## config.mk

```make
export PLATFORM = sky130hd
export DESIGN_NAME = sound_mixer
export DESIGN_NICKNAME = d
export VERILOG_FILES = /design/src/rtl/sound_mixer_pkg.sv /design/src/rtl/sound_mod.sv /design/src/rtl/sound_mixer.sv
export SDC_FILE = /design/constraint.sdc
export NUM_CORES = 1
export LEC_CHECK = 0
export BUFFER_PORTS_ARGS = -buffer_cell sky130_fd_sc_hd__buf_2
export CORE_MARGIN = 2
export CORE_UTILIZATION = 40
export CTS_CLUSTER_DIAMETER = 200
export DETAILED_ROUTE_END_ITERATION = 16
export GPL_TIMING_DRIVEN = 0
export PLACE_DENSITY = 0.63
export SYNTH_ARGS = -nofsm -noshare
export SYNTH_HDL_FRONTEND = slang
export SYNTH_SLANG_ARGS = --single-unit
```

## constraint.sdc

```tcl
create_clock -name clk_i -period 9.22 [get_ports clk_i]
set_input_delay 0.922 -clock clk_i [delete_from_list [all_inputs] [get_ports clk_i]]
set_output_delay 0.922 -clock clk_i [all_outputs]
set_load 0.1 [all_outputs]
```

## src/rtl/sound_mixer_pkg.sv

```systemverilog
`default_nettype none
// ==== sound_mixer_pkg: shared encodings for the mixer and its modulators (rev 1.0) ====
package sound_mixer_pkg;

  typedef enum logic {
    MODE_PWM = 1'b0,
    MODE_SDM = 1'b1
  } mode_e;

  // Config byte layout: vol in din[VW-1:0], pan bits directly above it
  localparam int CFG_PAN_R_OFS = 0;
  localparam int CFG_PAN_L_OFS = 1;

  localparam logic TAPE_LVL_MSB  = 1'b0;
  localparam logic TAPE_LVL_LSBS = 1'b1;

endpackage
`default_nettype wire

```

## src/rtl/sound_mod.sv

```systemverilog
`default_nettype none
// ==== sound_mod: one-side PWM / first-order sigma-delta modulator (rev 1.0) ====
module sound_mod
  import sound_mixer_pkg::*;
#(
  parameter int OW = 10
) (
  input  logic          clk_i,
  input  logic          rst_ni,
  input  logic [OW-1:0] val_i,
  input  logic          mode_i,
  input  logic [OW:0]   pctr_i,
  input  logic          clr_i,
  output logic          bit_o
);

  logic          phase_w;
  logic [OW-1:0] saw_w;
  logic [OW-1:0] tri_w;
  logic          pwm_w;
  logic          gte_w;
  logic [OW-1:0] sacc_q;
  logic [OW-1:0] sacc_d;

  // Triangle built from the saw so each half-period is symmetric around its centre
  assign phase_w = pctr_i[OW];
  assign saw_w   = pctr_i[OW-1:0];
  assign tri_w   = phase_w ? saw_w : ~saw_w;
  assign pwm_w   = (tri_w < val_i);

  assign gte_w  = (val_i >= sacc_q);
  assign sacc_d = {OW{gte_w}} - val_i + sacc_q;

  always_ff @(posedge clk_i or negedge rst_ni) begin
    if (!rst_ni) begin
      sacc_q <= '0;
      bit_o  <= 1'b0;
    end else if (clr_i) begin
      sacc_q <= '0;
      bit_o  <= 1'b0;
    end else if (mode_i == MODE_SDM) begin
      sacc_q <= sacc_d;
      bit_o  <= gte_w;
    end else begin
      bit_o  <= pwm_w;
    end
  end

endmodule
`default_nettype wire

```

## src/rtl/sound_mixer.sv

```systemverilog
`default_nettype none
// ==== sound_mixer: NCH-channel volume/pan mixer with stereo 1-bit outputs (rev 1.0) ====
module sound_mixer
  import sound_mixer_pkg::*;
#(
  parameter int NCH = 4,
  parameter int DW  = 8,
  parameter int VW  = 4,
  parameter int OW  = 10
) (
  input  logic                   clk_i,
  input  logic                   rst_ni,
  input  logic [DW-1:0]          din_i,
  input  logic [NCH-1:0]         ch_wr_i,
  input  logic                   cfg_wr_i,
  input  logic [$clog2(NCH)-1:0] cfg_ch_i,
  input  logic                   beeper_wr_i,
  input  logic                   beeper_mux_i,
  input  logic                   tape_sound_i,
  input  logic                   tape_in_i,
  input  logic                   mode_i,
  output logic                   sound_l_o,
  output logic                   sound_r_o,
  output logic                   sample_tick_o
);

  localparam int LW = $clog2(NCH);
  localparam int PW = DW + VW;
  localparam int SW = DW + VW + LW;
  localparam logic [DW-1:0] TAPE_LVL   = {TAPE_LVL_MSB, {(DW-1){TAPE_LVL_LSBS}}};
  localparam logic [LW-1:0] IDX_LAST   = LW'(NCH - 1);
  localparam logic [LW-1:0] IDX_ONE    = LW'(1);
  localparam logic [OW:0]   PCTR_ONE   = (OW+1)'(1);

  logic [DW-1:0]  ch_q   [NCH];
  logic [DW-1:0]  ch_d   [NCH];
  logic [VW-1:0]  vol_q  [NCH];
  logic [VW-1:0]  vol_d  [NCH];
  logic [NCH-1:0] pan_l_q, pan_l_d;
  logic [NCH-1:0] pan_r_q, pan_r_d;

  logic           beep_bit_w;
  logic [DW-1:0]  beep_lvl_w;

  assign beep_bit_w = beeper_mux_i ? din_i[3] : din_i[4];
  assign beep_lvl_w = {DW{beep_bit_w}};

  always_comb begin
    ch_d    = ch_q;
    vol_d   = vol_q;
    pan_l_d = pan_l_q;
    pan_r_d = pan_r_q;
    for (int i = 1; i < NCH; i++) begin
      if (ch_wr_i[i]) ch_d[i] = din_i;
    end
    // Channel 0 doubles as the legacy beeper/tape sink; tape follows the input level
    if (ch_wr_i[0])        ch_d[0] = din_i;
    else if (tape_sound_i) ch_d[0] = tape_in_i ? TAPE_LVL : '0;
    else if (beeper_wr_i)  ch_d[0] = beep_lvl_w;
    if (cfg_wr_i) begin
      vol_d[cfg_ch_i]   = din_i[VW-1:0];
      pan_r_d[cfg_ch_i] = din_i[VW + CFG_PAN_R_OFS];
      pan_l_d[cfg_ch_i] = din_i[VW + CFG_PAN_L_OFS];
    end
  end

  always_ff @(posedge clk_i or negedge rst_ni) begin
    if (!rst_ni) begin
      for (int i = 0; i < NCH; i++) begin
        ch_q[i]  <= '0;
        vol_q[i] <= '1;
      end
      pan_l_q <= '1;
      pan_r_q <= '1;
    end else begin
      ch_q    <= ch_d;
      vol_q   <= vol_d;
      pan_l_q <= pan_l_d;
      pan_r_q <= pan_r_d;
    end
  end

  logic [LW-1:0]  idx_q;
  logic [SW-1:0]  acc_l_q, acc_r_q;
  logic [OW-1:0]  hold_l_q, hold_r_q;
  logic [PW-1:0]  prod_w;
  logic [SW-1:0]  sum_l_w, sum_r_w;
  logic           last_w;

  assign prod_w  = PW'(ch_q[idx_q]) * PW'(vol_q[idx_q]);
  assign sum_l_w = acc_l_q + (pan_l_q[idx_q] ? SW'(prod_w) : '0);
  assign sum_r_w = acc_r_q + (pan_r_q[idx_q] ? SW'(prod_w) : '0);
  assign last_w  = (idx_q == IDX_LAST);

  always_ff @(posedge clk_i or negedge rst_ni) begin
    if (!rst_ni) begin
      idx_q    <= '0;
      acc_l_q  <= '0;
      acc_r_q  <= '0;
      hold_l_q <= '0;
      hold_r_q <= '0;
    end else if (last_w) begin
      idx_q    <= '0;
      acc_l_q  <= '0;
      acc_r_q  <= '0;
      hold_l_q <= sum_l_w[SW-1 -: OW];
      hold_r_q <= sum_r_w[SW-1 -: OW];
    end else begin
      idx_q    <= idx_q + IDX_ONE;
      acc_l_q  <= sum_l_w;
      acc_r_q  <= sum_r_w;
    end
  end

  logic [OW:0]   pctr_q;
  logic [OW-1:0] val_l_q, val_r_q;
  logic          mode_q;
  logic          tick_w;
  logic          clr_w;

  assign tick_w = (pctr_q == '0);
  // A mode switch restarts both integrators from zero on the boundary it lands on
  assign clr_w  = tick_w && (mode_i != mode_q);

  always_ff @(posedge clk_i or negedge rst_ni) begin
    if (!rst_ni) begin
      pctr_q        <= '0;
      val_l_q       <= '0;
      val_r_q       <= '0;
      mode_q        <= MODE_PWM;
      sample_tick_o <= 1'b0;
    end else begin
      pctr_q        <= pctr_q + PCTR_ONE;
      sample_tick_o <= tick_w;
      if (tick_w) begin
        val_l_q <= hold_l_q;
        val_r_q <= hold_r_q;
        mode_q  <= mode_i;
      end
    end
  end

  sound_mod #(.OW(OW)) u_mod_l (
    .clk_i  (clk_i),
    .rst_ni (rst_ni),
    .val_i  (val_l_q),
    .mode_i (mode_q),
    .pctr_i (pctr_q),
    .clr_i  (clr_w),
    .bit_o  (sound_l_o)
  );

  sound_mod #(.OW(OW)) u_mod_r (
    .clk_i  (clk_i),
    .rst_ni (rst_ni),
    .val_i  (val_r_q),
    .mode_i (mode_q),
    .pctr_i (pctr_q),
    .clr_i  (clr_w),
    .bit_o  (sound_r_o)
  );

endmodule
`default_nettype wire

```

# Yosys cells after proc, flatten, opt, wreduce, memory -nomap -nowiden
# Index checks and enable logic that the tools add are counted.
# word_totals
input_bits	22
wordCells	90
register_bits	161
output_inout_bits	3
# classes
addsub	8
multipliers	1
order_cmp	10
muxes	36
n_eq_ne	2
bitwise_logic	3
reduce_logical	6
# ops
operator	n
two-way mux 10 bit	5
two-way mux 8 bit	5
adder 14 x 12 -> 14 bit	2
two-way mux 14 bit	2
two-way mux 12 bit	2
adder 10 bit	2
>= comparator 10 bit	2
< comparator 10 bit	2
subtractor 10 bit	2
binary-select mux 8 bit (select 2 bit)	1
bitwise mux 16 bit	1
multiplier 8 x 4 -> 12 bit	1
two-way mux 4 bit	3
adder 11 x 1 -> 11 bit (second input constant)	1
logical NOT 11 bit	1
NOT 10 bit	1
binary-select mux 4 bit (select 2 bit)	1
bitwise mux 4 bit	2
demux 4 bit (select 2 bit)	1
two-way mux 1 bit	8
two-way mux 7 bit	1
>= comparator 3 bit (second input constant)	2
< comparator 2 x 3 -> 1 bit (second input constant)	2
NOT 2 -> 3 bit	2
other kinds (11)	14

# Depth between registers and ports, before layout
# logic_depth
ltp_word	8
depth_mapped	22
depth_no_buf	20

# Modules after synthesis
# Synthesis repeated with hierarchy kept, for this count alone.
# unflattened
cells_unflattened	1041
hier_area_um2	10874.2
# modules_own_cells
mod	seq_area_each_um2	area_each_um2	cells_per_inst	n_inst
sound_mixer	3508.4	7753.7	706	1
sound_mod at u_mod_r	275.3	1569.0	165	1
sound_mod at u_mod_l	275.3	1551.5	170	1

# Worst setup path after synthesis
# Ideal clock, no wire load.
# synth_timing
kind	reg-to-reg
start	register idx_q[0]
end	register hold_l_q[9]
arrival_time_ns	5.366
n_path_buf	2
t_required_ns	9.149
setup_ns	0.071
setup_slack_ns	3.783
synth_period_minus_slack_ns	5.437
stages_incl_launch_ff	23
cell_sequence	dfrtp_1 -> buf_2 -> buf_2 -> mux4_2 -> and2_1 -> fa_1 -> inv_1 -> fa_1 -> inv_1 -> ha_1 -> nor2b_1 -> o21ai_0 -> a21boi_1 -> o21a_1 -> o22ai_1 -> mux2i_1 -> ha_1 -> a21oi_1 -> o21ai_0 -> a21oi_1 -> o21ai_1 -> or2_2 -> nand4_1
# synth_via
elab_chain_cells	7
word_cells_on_any_way	13
cone_classes	1 x add/sub; 1 x mul; 1 x eq/ne; 9 x mux; 1 x bitwise
# synth_lines
item	line	rtl
start, declared	sound_mixer.sv:83	logic [LW-1:0] idx_q;
start signal, assigned	sound_mixer.sv:109	idx_q <= idx_q + IDX_ONE;
NOT 2 -> 3 bit (not written as such)	sound_mixer.sv:90	assign prod_w = PW'(ch_q[idx_q]) * PW'(vol_q[idx_q]);
binary-select mux 8 bit (select 2 bit) or binary-select mux 4 bit (select 2 bit) (tied branches)	sound_mixer.sv:90	
two-way mux 8 bit (not written as such) or two-way mux 4 bit (tied branches) (2 in series)	sound_mixer.sv:90	
multiplier 8 x 4 -> 12 bit	sound_mixer.sv:90	
two-way mux 12 bit	sound_mixer.sv:91	assign sum_l_w = acc_l_q + (pan_l_q[idx_q] ? SW'(prod_w) : '0);
adder 14 x 12 -> 14 bit	sound_mixer.sv:91	
end signal, assigned	sound_mixer.sv:106	hold_l_q <= sum_l_w[SW-1 -: OW];
end, declared	sound_mixer.sv:85	logic [OW-1:0] hold_l_q, hold_r_q;
# Several ways; a longest one is shown, not always the timed one. The select of a mux whose other input is x is not followed.
# A chain may end at the register's enable or synchronous reset.

# Worst setup path after layout
# layout_timing
start	register idx_q[0]
end	register hold_r_q[9]
# layout_via
elab_chain_cells	7
word_cells_on_any_way	13
cone_classes	1 x add/sub; 1 x mul; 1 x eq/ne; 9 x mux; 1 x bitwise
# layout_lines
item	line	rtl
NOT 2 -> 3 bit (not written as such)	sound_mixer.sv:90	
binary-select mux 8 bit (select 2 bit) or binary-select mux 4 bit (select 2 bit) (tied branches)	sound_mixer.sv:90	
two-way mux 8 bit (not written as such) or two-way mux 4 bit (tied branches) (2 in series)	sound_mixer.sv:90	
multiplier 8 x 4 -> 12 bit	sound_mixer.sv:90	
two-way mux 12 bit	sound_mixer.sv:92	assign sum_r_w = acc_r_q + (pan_r_q[idx_q] ? SW'(prod_w) : '0);
adder 14 x 12 -> 14 bit	sound_mixer.sv:92	
end signal, assigned	sound_mixer.sv:107	hold_r_q <= sum_r_w[SW-1 -: OW];
end, declared	sound_mixer.sv:85	
# Several ways; a longest one is shown, not always the timed one. The select of a mux whose other input is x is not followed.

==> metrics.csv <==
stage,metric,value,unit
floorplanning,die width,168,µm
worst_setup_path,CP Cell Sequence,buf_2 -> buf_2 -> mux4_2 -> and2_1 -> fa_1 -> inv_1 -> fa_1 -> inv_1 -> ha_1 -> nor2b_1 -> o21ai_0 -> a21boi_1 -> o21a_1 -> o22ai_1 -> mux2i_1 -> ha_1 -> a21oi_1 -> o21ai_0 -> a21oi_1 -> o21ai_1 -> or2_2 -> nand4_1,
logic_synthesis,most area-hungry cell type in the Yosys netlist,dfrtp_1,
logic_synthesis,Synth area leaders,"dfrtp_1, ha_1, fa_1",
worst_setup_path,R2R cell count,22,
placed_design,Placed Area,11300,µm²
clocking,"Gates resized, CTS repair",0,
finish,Register Area,4060,µm²
global_routing,first-pass GRT wire length,38700,µm
power,pwr/cell area,281,nW/µm²
global_routing,initial antenna violation count,0,
placed_design,GPL Wtd Cong,0.810,
placed_design,Placed Instances,1360,
logic_synthesis,Synth cell types,71,
logic_synthesis,Post-synth ARST share,100,%
clocking,# clock sinks,161,
logic_synthesis,syn nets,1158,
routing,Residual DRC,0,
logic_synthesis,yosys warns,0,
outcome,outcome,"complete, no violations",
power,leakage,0.00536,µW
worst_setup_path,Critical Path End Type,flop,
sta,# setup viols final,0,
worst_setup_path,WP data arrival,6600,ps
worst_setup_path,CP bufs+invs,4,
hold_path,Hold WC Path Type,input port to asynchronous set/reset pin,
global_routing,largest net degree at the start of global routing,109,
floorplanning,Initial Util,41.0,%
logic_synthesis,Mapped Area,10700,µm²
logic_synthesis,list of most frequent post-synthesis cells,"dfrtp_1, ha_1, inv_1, nand2_1, nor2_1",
finish,area occupied by multi-input gates,6190,µm²
clocking,hold bufs inserted after CTS,0,
logic_synthesis,number of synthesized register bits,161,
floorplanning,Cell Rows,59,
finish,area growth from synthesis to layout,10.9,%
clocking,clock latency on the worst-skew pair,450,ps
clocking,Clock transition at path regs,80,ps
worst_setup_path,slowest cell on the critical path,mux4_2,
clocking,CTS tree,yes,
finish,diodes inserted,0,
routing,vias per cell,5.33,
power,VDD IR max,0.151,mV
worst_setup_path,Crit Path Category,flop to flop,
routing,post-route ant nets,0,
global_routing,number of global-route vias before repair,7485,
finish,share of post-route cells with drive strength above 1,16.1,%
sta,clk_skew,34.0,ps
routing,Pre-antenna DRT Iters,5,
sta,final hold vios,0,
finish,Post-Layout Cell Count,1392,
placed_design,post-DP HPWL,16900,µm
sta,Setup Total Neg Slack,0,ps
floorplanning,Top Ports,25,
sta,min Tclk post-route,6230,ps
clocking,H-tree depth,4,
worst_setup_path,Worst EP required,9590,ps
routing,Routed WL per cell,16.4,µm
global_routing,All-Layer GR Usage,17.1,%
finish,Finished Core Util,45.4,%
finish,finished layout cell area,11900,µm²
sta,period utilisation layout,67.6,%
logic_synthesis,"Top FF cell, synth",dfrtp_1,
sta,RSZ-0062 raised after global routing,false,
floorplanning,Die ar.,28200,µm²
worst_setup_path,kind of cell adding the most delay to the critical path,adder cells,
logic_synthesis,Post-synth EDFFs,0,
clocking,Max clock buf depth,2,
routing,DR iter-0 viols,332,
worst_setup_path,CP Depth,22,
logic_synthesis,most common cell in the netlist,dfrtp_1,
sta,hold slack,390,ps
sta,Max transition margin,29.4,%
worst_setup_path,Critical Path Start Type,flop,
flow_run,maxcap violations,0,
logic_synthesis,Synth Instances,1003,
logic_synthesis,sequential-to-total area share from yosys stat,37.8,%
sta,final slew viol count,0,
sta,worst-margin pin slew,1060,ps
clocking,Root Driver,clkbuf_16,
logic_synthesis,"Avg Cell Area, Syn",10.7,µm²
placed_design,Port Buffers,21,
clocking,post-CTS setup buffers,0,
routing,routed wire length,22800,µm
clocking,Num CTS Buffers,17,
global_routing,Overflow after GRT,0,
routing,total number of vias,7421,
finish,Fillers,2432,
floorplanning,Die Ht,168,µm
finish,fin nets,1199,
logic_synthesis,share of the synthesized area in the top cell type,31.9,%
sta,Max Clk Rate,0.160,GHz
worst_setup_path,critical path's largest stage delay,640,ps
floorplanning,area of the core,26200,µm²
worst_setup_path,crit path max fanout,10,
[final timing paths]
path / startpoint / end / slack [ps]
worst min register to register: hold_r_q[1] / val_r_q[1] / 490
min in group clk_i: hold_r_q[1] / val_r_q[1] / 490
worst max-delay path: idx_q[0] / hold_r_q[9] / 2990
worst min-delay path: rst_ni / u_mod_r.sacc_q[5] / 390
max in group asynchronous: rst_ni / ch_q[3] / 7940
worst max register to register: idx_q[0] / hold_r_q[9] / 2990
[stage by stage]
stage,power [µW],setup slack [ps]
4_1_cts,3370,2920
2_1_floorplan,2260,3780
6_report,3340,2990
3_3_place_gp,2570,2990
3_5_place_dp,2610,2940
5_1_grt,3620,2570
[where the power goes]
group / switching [µW] / leakage, µW / internal (µW) / total, µW
registers: 98.3 / 0.00200 / 877 / 976
clock network: 365 / 0.000290 / 370 / 735
logic: 883 / 0.00308 / 751 / 1630
total: 1350 / 0.00536 / 2000 / 3340
[area by class of cell]
class                           count  area share (%)
Buffer                             27            1.11
Tap cell                          335            3.52
Clock buffer                       17            3.57
Timing Repair Buffer               22            1.20
Multi-Input combinational cell    721            52.0
Inverter                           94            2.96
Clock inverter                     15            1.52
Sequential cell                   161            34.1
[metal layers]
layer	GRT usage, %	up-vias	wire length, µm
met5	0	-	0
met2	27.2	109	10400
met4	4.31	0	272
met3	2.37	19	599
met1	24.6	3681	11500
li1	-	3612	-
[layout by cell type, fill, tap and decap left out, types with 4 or more instances in the layout]
| cell | n |
|---|---|
| a211oi_1 | 5 |
| and2_1 | 39 |
| and3_1 | 5 |
| dfstp_2 | 24 |
| a221o_1 | 7 |
| clkinv_8 | 4 |
| mux2i_1 | 16 |
| nor2_1 | 52 |
| o21ai_1 | 7 |
| nor3_1 | 11 |
| ha_1 | 101 |
| mux2_2 | 49 |
| buf_1 | 4 |
| dfrtp_1 | 137 |
| nand2_1 | 57 |
| clkbuf_16 | 17 |
| clkbuf_1 | 13 |
| nor2b_1 | 11 |
| inv_1 | 93 |
| o21ai_0 | 47 |
| mux4_2 | 14 |
| nand4_1 | 9 |
| o2111ai_1 | 4 |
| nand3_1 | 12 |
| a22o_1 | 17 |
| a21o_1 | 17 |
| fa_1 | 32 |
| o21a_1 | 28 |
| nand3b_1 | 4 |
| buf_2 | 26 |
| o21bai_1 | 6 |
| nand2b_1 | 9 |
| xnor2_1 | 43 |
| a31oi_1 | 5 |
| xor2_1 | 18 |
| inv_8 | 6 |
| a21oi_1 | 44 |
[sequential cells by signal, indices dropped and copies added, names as in the netlist, 11 cells and up]
signal / flops
pctr_q: 11
vol_q: 16
acc_r_q: 14
ch_q: 32
acc_l_q: 14
[kinds of logic (layout without fill, tap and decap cells)]
family | Yosys count | count (layout) | synth area share [%]
fa+ha+maj | 133 | 133 | 17.7
mux | 81 | 81 | 9.81
xor+xnor | 62 | 62 | 5.19
buf+inv | 121 | 175 | 4.52
flops | 161 | 161 | 37.8
simple gates | 223 | 223 | 10.4
compound gates | 222 | 222 | 14.5
Power figures use the tool's default switching activity.
